===== src/rtl/vec_pipe_pkg.sv =====
// Shared definitions for the vector pipeline stage registers.
package vec_pipe_pkg;

  localparam int LANES_DEF  = 4;
  localparam int LANE_W_DEF = 16;
  localparam int DATA_W_DEF = LANES_DEF * LANE_W_DEF;

  typedef enum logic [1:0] {
    OCC_EMPTY = 2'd0,
    OCC_ONE   = 2'd1,
    OCC_FULL  = 2'd2
  } occ_e;

  // Lane-wise merge for the default vector geometry: enabled lanes take the
  // new data, the rest keep the hold value.
  function automatic logic [DATA_W_DEF-1:0] lane_merge(
    input logic [DATA_W_DEF-1:0] data,
    input logic [LANES_DEF-1:0]  mask,
    input logic [DATA_W_DEF-1:0] hold
  );
    logic [DATA_W_DEF-1:0] res;
    res = hold;
    for (int i = 0; i < LANES_DEF; i++) begin
      if (mask[i]) res[i*LANE_W_DEF +: LANE_W_DEF] = data[i*LANE_W_DEF +: LANE_W_DEF];
    end
    return res;
  endfunction

endpackage


===== src/rtl/vec_pipe_reg_entry.sv =====
// One storage slot (payload + mask) with a valid bit, updated on the falling edge.
module pipe_entry_reg #(
  parameter int W = 68
) (
  input  logic         clk,
  input  logic         reset_n,
  input  logic         load,
  input  logic         clr,
  input  logic [W-1:0] d,
  output logic [W-1:0] q,
  output logic         valid
);

  // Clearing only drops the valid bit; the payload is left as-is.
  always_ff @(negedge clk or negedge reset_n) begin
    if (!reset_n) begin
      q     <= '0;
      valid <= 1'b0;
    end else if (clr) begin
      valid <= 1'b0;
    end else if (load) begin
      q     <= d;
      valid <= 1'b1;
    end
  end

endmodule


===== src/rtl/vec_pipe_reg.sv =====
// Elastic valid/ready vector pipeline stage with a two-entry skid buffer,
// per-lane write mask merged against a hold register, and synchronous flush.
//
// state     | meaning
// OCC_EMPTY | no beat stored, main and skid invalid
// OCC_ONE   | main holds the head beat, skid empty
// OCC_FULL  | main holds head, skid holds next beat, upstream stalled
module vec_pipe_reg
  import vec_pipe_pkg::*;
#(
  parameter int LANES  = LANES_DEF,
  parameter int LANE_W = LANE_W_DEF,
  parameter int DATA_W = LANES * LANE_W
) (
  input  logic              clk,
  input  logic              reset_n,
  input  logic              flush,
  input  logic              in_valid,
  output logic              in_ready,
  input  logic [DATA_W-1:0] in_data,
  input  logic [LANES-1:0]  in_mask,
  output logic              out_valid,
  input  logic              out_ready,
  output logic [DATA_W-1:0] out_data,
  output logic [LANES-1:0]  out_mask,
  output logic [1:0]        count
);

  localparam int ENT_W = DATA_W + LANES;

  occ_e              state;
  logic [DATA_W-1:0] hold_q;
  logic [DATA_W-1:0] merged;
  logic [ENT_W-1:0]  main_q, skid_q, main_d;
  logic              main_valid, skid_valid;
  logic              main_load, main_clr, skid_load, skid_clr;
  logic              accept, emit;

  assign in_ready = ~skid_valid & ~flush;
  assign accept   = in_valid & in_ready;
  assign emit     = main_valid & out_ready;

  // Lane merge of the incoming beat against the hold register.
  always_comb begin
    merged = hold_q;
    for (int i = 0; i < LANES; i++) begin
      if (in_mask[i]) merged[i*LANE_W +: LANE_W] = in_data[i*LANE_W +: LANE_W];
    end
  end

  // Entry control: main refills from skid when full, otherwise from the input.
  always_comb begin
    main_d    = (state == OCC_FULL) ? skid_q : {in_mask, merged};
    main_load = ~flush & ((accept & ((state == OCC_EMPTY) | ((state == OCC_ONE) & emit)))
                          | ((state == OCC_FULL) & emit));
    main_clr  = flush | ((state == OCC_ONE) & emit & ~accept);
    skid_load = ~flush & (state == OCC_ONE) & accept & ~emit;
    skid_clr  = flush | ((state == OCC_FULL) & emit);
  end

  pipe_entry_reg #(.W(ENT_W)) u_main (
    .clk     (clk),
    .reset_n (reset_n),
    .load    (main_load),
    .clr     (main_clr),
    .d       (main_d),
    .q       (main_q),
    .valid   (main_valid)
  );

  pipe_entry_reg #(.W(ENT_W)) u_skid (
    .clk     (clk),
    .reset_n (reset_n),
    .load    (skid_load),
    .clr     (skid_clr),
    .d       ({in_mask, merged}),
    .q       (skid_q),
    .valid   (skid_valid)
  );

  // Hold register tracks the last accepted merged beat; survives flush.
  always_ff @(negedge clk or negedge reset_n) begin
    if (!reset_n)    hold_q <= '0;
    else if (accept) hold_q <= merged;
  end

  // Occupancy FSM with registered count.
  always_ff @(negedge clk or negedge reset_n) begin
    if (!reset_n) begin
      state <= OCC_EMPTY;
      count <= 2'd0;
    end else if (flush) begin
      state <= OCC_EMPTY;
      count <= 2'd0;
    end else begin
      case (state)
        OCC_EMPTY: if (accept) begin
          state <= OCC_ONE;
          count <= 2'd1;
        end
        OCC_ONE: if (accept & ~emit) begin
          state <= OCC_FULL;
          count <= 2'd2;
        end else if (~accept & emit) begin
          state <= OCC_EMPTY;
          count <= 2'd0;
        end
        OCC_FULL: if (emit) begin
          state <= OCC_ONE;
          count <= 2'd1;
        end
        default: begin
          state <= OCC_EMPTY;
          count <= 2'd0;
        end
      endcase
    end
  end

  assign out_valid = main_valid;
  assign out_data  = main_q[DATA_W-1:0];
  assign out_mask  = main_q[ENT_W-1:DATA_W];

endmodule


===== config.mk =====
export PLATFORM = sky130hd
export DESIGN_NAME = vec_pipe_reg
export DESIGN_NICKNAME = d
export VERILOG_FILES = /design/src/rtl/vec_pipe_pkg.sv /design/src/rtl/vec_pipe_reg_entry.sv /design/src/rtl/vec_pipe_reg.sv
export SDC_FILE = /design/constraint.sdc
export NUM_CORES = 1
export LEC_CHECK = 0
export ABC_AREA = 1
export CAP_MARGIN = 20
export CORE_UTILIZATION = 58
export CTS_CLUSTER_DIAMETER = 120
export CTS_CLUSTER_SIZE = 20
export DETAILED_ROUTE_END_ITERATION = 12
export MAX_ROUTING_LAYER = met4
export PLACE_DENSITY = 0.94
export SLEW_MARGIN = 10
export SYNTH_ARGS = -nofsm -noshare
export SYNTH_HDL_FRONTEND = slang
export SYNTH_SLANG_ARGS = --single-unit

===== constraint.sdc =====
create_clock -name clk -period 4.6 [get_ports clk]
set_input_delay 1.15 -clock clk [delete_from_list [all_inputs] [get_ports clk]]
set_output_delay 1.15 -clock clk [all_outputs]
set_load 0.05 [all_outputs]

Word-level counts from Yosys, hierarchy flattened:

Index checks and enable logic that the tools add are counted.

* flip-flop bits (word level): 204
* output and inout bits: 72
* word-level logic and storage cells: 55

* eq/ne operators: 5
* muxes and demuxes: 15
* bitwise operators: 23
* reductions and logical operators: 6

Operator list (number)
* $mux 68: 1
* $mux 16: 4
* $and 1x1->1: 13
* $mux 2: 5
* $ne 3x3->1 const B: 2
* $not 1->1: 6
* $pmux 2 s3: 1
* $mux 1: 4
* $ne 4x2->1 const B: 1
* $or 1x1->1: 4
* $reduce_and 2->1: 2
* $reduce_bool 2->1: 2
* $reduce_and 3->1: 1
* $eq 2x1->1 const B: 1
* $eq 2x2->1 const B: 1
* $logic_not 2->1: 1

Logic depth before layout (Yosys ltp):

* depth after elaboration: 9
* gate-level depth with buffers: 10
* mapped depth without buffers: 8

Cells and area by module:

From an unflattened synthesis, not the netlist that was laid out.

* cells, all modules: 1259
* area, all modules: 9599.2 µm²

Modules (own cells, without submodules)
* pipe_entry_reg: times used 2, cells an instance 299, area each 2740.1 µm²
* vec_pipe_reg: times used 1, cells an instance 661, area each 4119.0 µm²

==> flow_metrics.tcl <==
set metrics [dict create \
    run_status "finished, violations left" \
    violations "setup timing" \
    insertion_delay_ps 500 \
    place_congestion 0.804 \
    drt_iter0_drc 767 \
    required_ps 3450 \
    grt_pass1_wl_um 42400 \
    final_common_cell "nand2_1" \
    ys_ff_latch 204 \
    r2r_slack_ps 2180 \
    drc_errors 0 \
    final_cell_mix "663 x nand2_1, 204 x dfrtn_1, 134 x o21ai_0" \
    finalMaxSlewViolations 0 \
    drt-vias-per-instance 5.59 \
    synth_edf_count 0 \
    cp-start-kind "flip-flop" \
    timing.setup.tns_ps -250 \
    grt_remaining_overflow 0 \
    dieWidth_um 129 \
    firstDrtPassIters 5 \
    register_area_mm2 0.00510 \
    maxCapViolCount 0 \
    yosysWarnings 0 \
    dieArea_mm2 0.0166 \
    multi_input_area_mm2 0.00368 \
    worst_pin_slew_ps 800 \
    syn_inst 1242 \
    grt.total_usage_pct 33.2 \
    vdd_ir_drop_max_uv 489 \
    yosys_most_used_dff "dfrtn_1" \
    fin_cells 1592 \
    numCtsBuffers 14 \
    post-place-cells 1567 \
    cts_buffer_depth 3 \
    path_clk_slew_ps 70 \
    io_pins 145 \
    num_vias 8898 \
    antenna_found_initial 1 \
    totalWireLength_um 25400 \
    slew_headroom_pct 46.6 \
    p_per_area_mw_per_mm2 648 \
    clock_skew_ps 22.0 \
    yosysUniqueCellTypes 18 \
    synthesis.area_mm2 0.00936 \
    setup_viol 8 \
    layout-drive-gt1-share_pct 11.1 \
    dpl.hpwl_um 16400 \
    avgSynthCellArea_um2 7.53 \
    yosysSeqAreaShare_pct 54.6 \
    io_buffer_count 144 \
    cp-end-kind "primary output" \
    tritoncts "yes" \
    fp.coreArea_mm2 0.0158 \
    final_net_count 1449 \
    path_max_fanout 2 \
    area_delta_synth_final_pct 33.5 \
    p_leak_uw 0.00642 \
    hold_buffers 0 \
    synthesis.nets 1316 \
    grt_pass1_vias 8849 \
    drt.antenna.violating_nets 0 \
    grt_max_degree 69 \
    initial_utilization_pct 59.1 \
    hold_viol_final 0 \
    critical_path_class "flip-flop to primary output" \
    cts-root-buf "clkbuf_16" \
    num_rows 46 \
    fillCellCount 949 \
    hold_path_class "flip-flop to flip-flop" \
    h-tree-depth 1 \
    clkSinkCount 204 \
    die_h_um 129 \
    postLayoutSetupSlackWorst_ps -129 \
    crit_arrival_ps 3580 \
    wire_per_inst_um 15.9 \
    async_reset_ff_share_pct 100 \
    rsz0062_at_grt "true" \
]
layout make-up:
type	instances	share of cell area, %
Sequential cell	204	40.9
Tap cell	216	2.16
Clock inverter	1	0.130
Clock buffer	15	3.00
Inverter	75	2.29
Multi-Input combinational cell	887	29.4
Timing Repair Buffer	193	22.1
Antenna cell	1	0.0200
what timing repair did:
| action | in CTS | in global routing |
|---|---|---|
| cloned | 0 | 0 |
| setup endpoints to repair | 10 | 84 |
| resized for setup | 3 | 2 |
| setup buffers | 4 | 4 |
| pin swaps | 1 | 0 |
kinds of logic (layout without fill, tap and decap cells):
kind of cell | after synthesis | after routing | share of synthesized area (%)
other | 0 | 1 | 0
buffers and inverters | 151 | 284 | 6.71
and+or+nand+nor | 749 | 749 | 31.3
AOI/OAI and AO/OA | 137 | 137 | 7.33
adders and majority gates | 1 | 1 | 0.134
DFF | 204 | 204 | 54.6
stage by stage:
step                      instance area (um^2)  hold WS [ps]  power [uW]  setup WS [ps]  util, %
after global routing                     12500           439        8470           -151     78.9
after CTS                                12500           429        8070           -115     78.7
final                                    12500           430        8090           -129     78.9
after global placement                   12000           422        6700           -397     76.0
after detailed placement                 12000           425        6850           -474     76.0
after floorplan                           9420           410        4880          -93.4        -
per-layer routing:
layer	track usage, %	wire [um]	vias to the layer above
met3	5.16	2090	75
met5	-	0	-
met2	55.5	12900	493
met4	14.2	782	0
li1	-	-	4094
met1	40.3	9580	4236
cell usage after synthesis, types with 3 or more instances:
cell type / number / area (um^2)
buf_1: 3 / 11.3
nand2_2: 3 / 18.8
o21ai_0: 134 / 671
clkbuf_1: 37 / 139
inv_1: 70 / 263
buf_2: 31 / 155
inv_2: 5 / 18.8
nor2_1: 3 / 11.3
nand2_1: 664 / 2490
dfrtn_1: 204 / 5100
buf_4: 4 / 30.0
nand3_1: 73 / 365
nand4_1: 4 / 25.0
registers in the layout, summed over array words and instances (netlist names):
signal / cells
hold_q: 64
state: 2
u_main.q: 68
u_main.valid: 1
u_skid.q: 68
u_skid.valid: 1
path summary, 6_finish.rpt:
path                         startpoint            to  cells past startpoint
hold / removal             u_skid.q[46]  u_skid.q[46]                      2
max in group asynchronous       reset_n  u_skid.q[11]                      2
min in group asynchronous       reset_n    hold_q[60]                      1
hold reg to reg            u_skid.q[46]  u_skid.q[46]                      2
setup reg to reg               state[1]  u_main.q[34]                     10
setup / recovery           u_skid.valid      in_ready                      3
critical path, cell delays in order, from the launching register on:
cell and delay [ps]:
dfrtn_1 480, nor2_4 50, buf_6 110, buf_12 130
report_power, final:
group	switching (uW)	internal, uW	leakage [uW]	total (uW)
Combinational	2090	1670	0.00362	3760
Clock	612	590	0.000192	1200
Sequential	566	2570	0.00261	3130
Power figures use the tool's default switching activity.
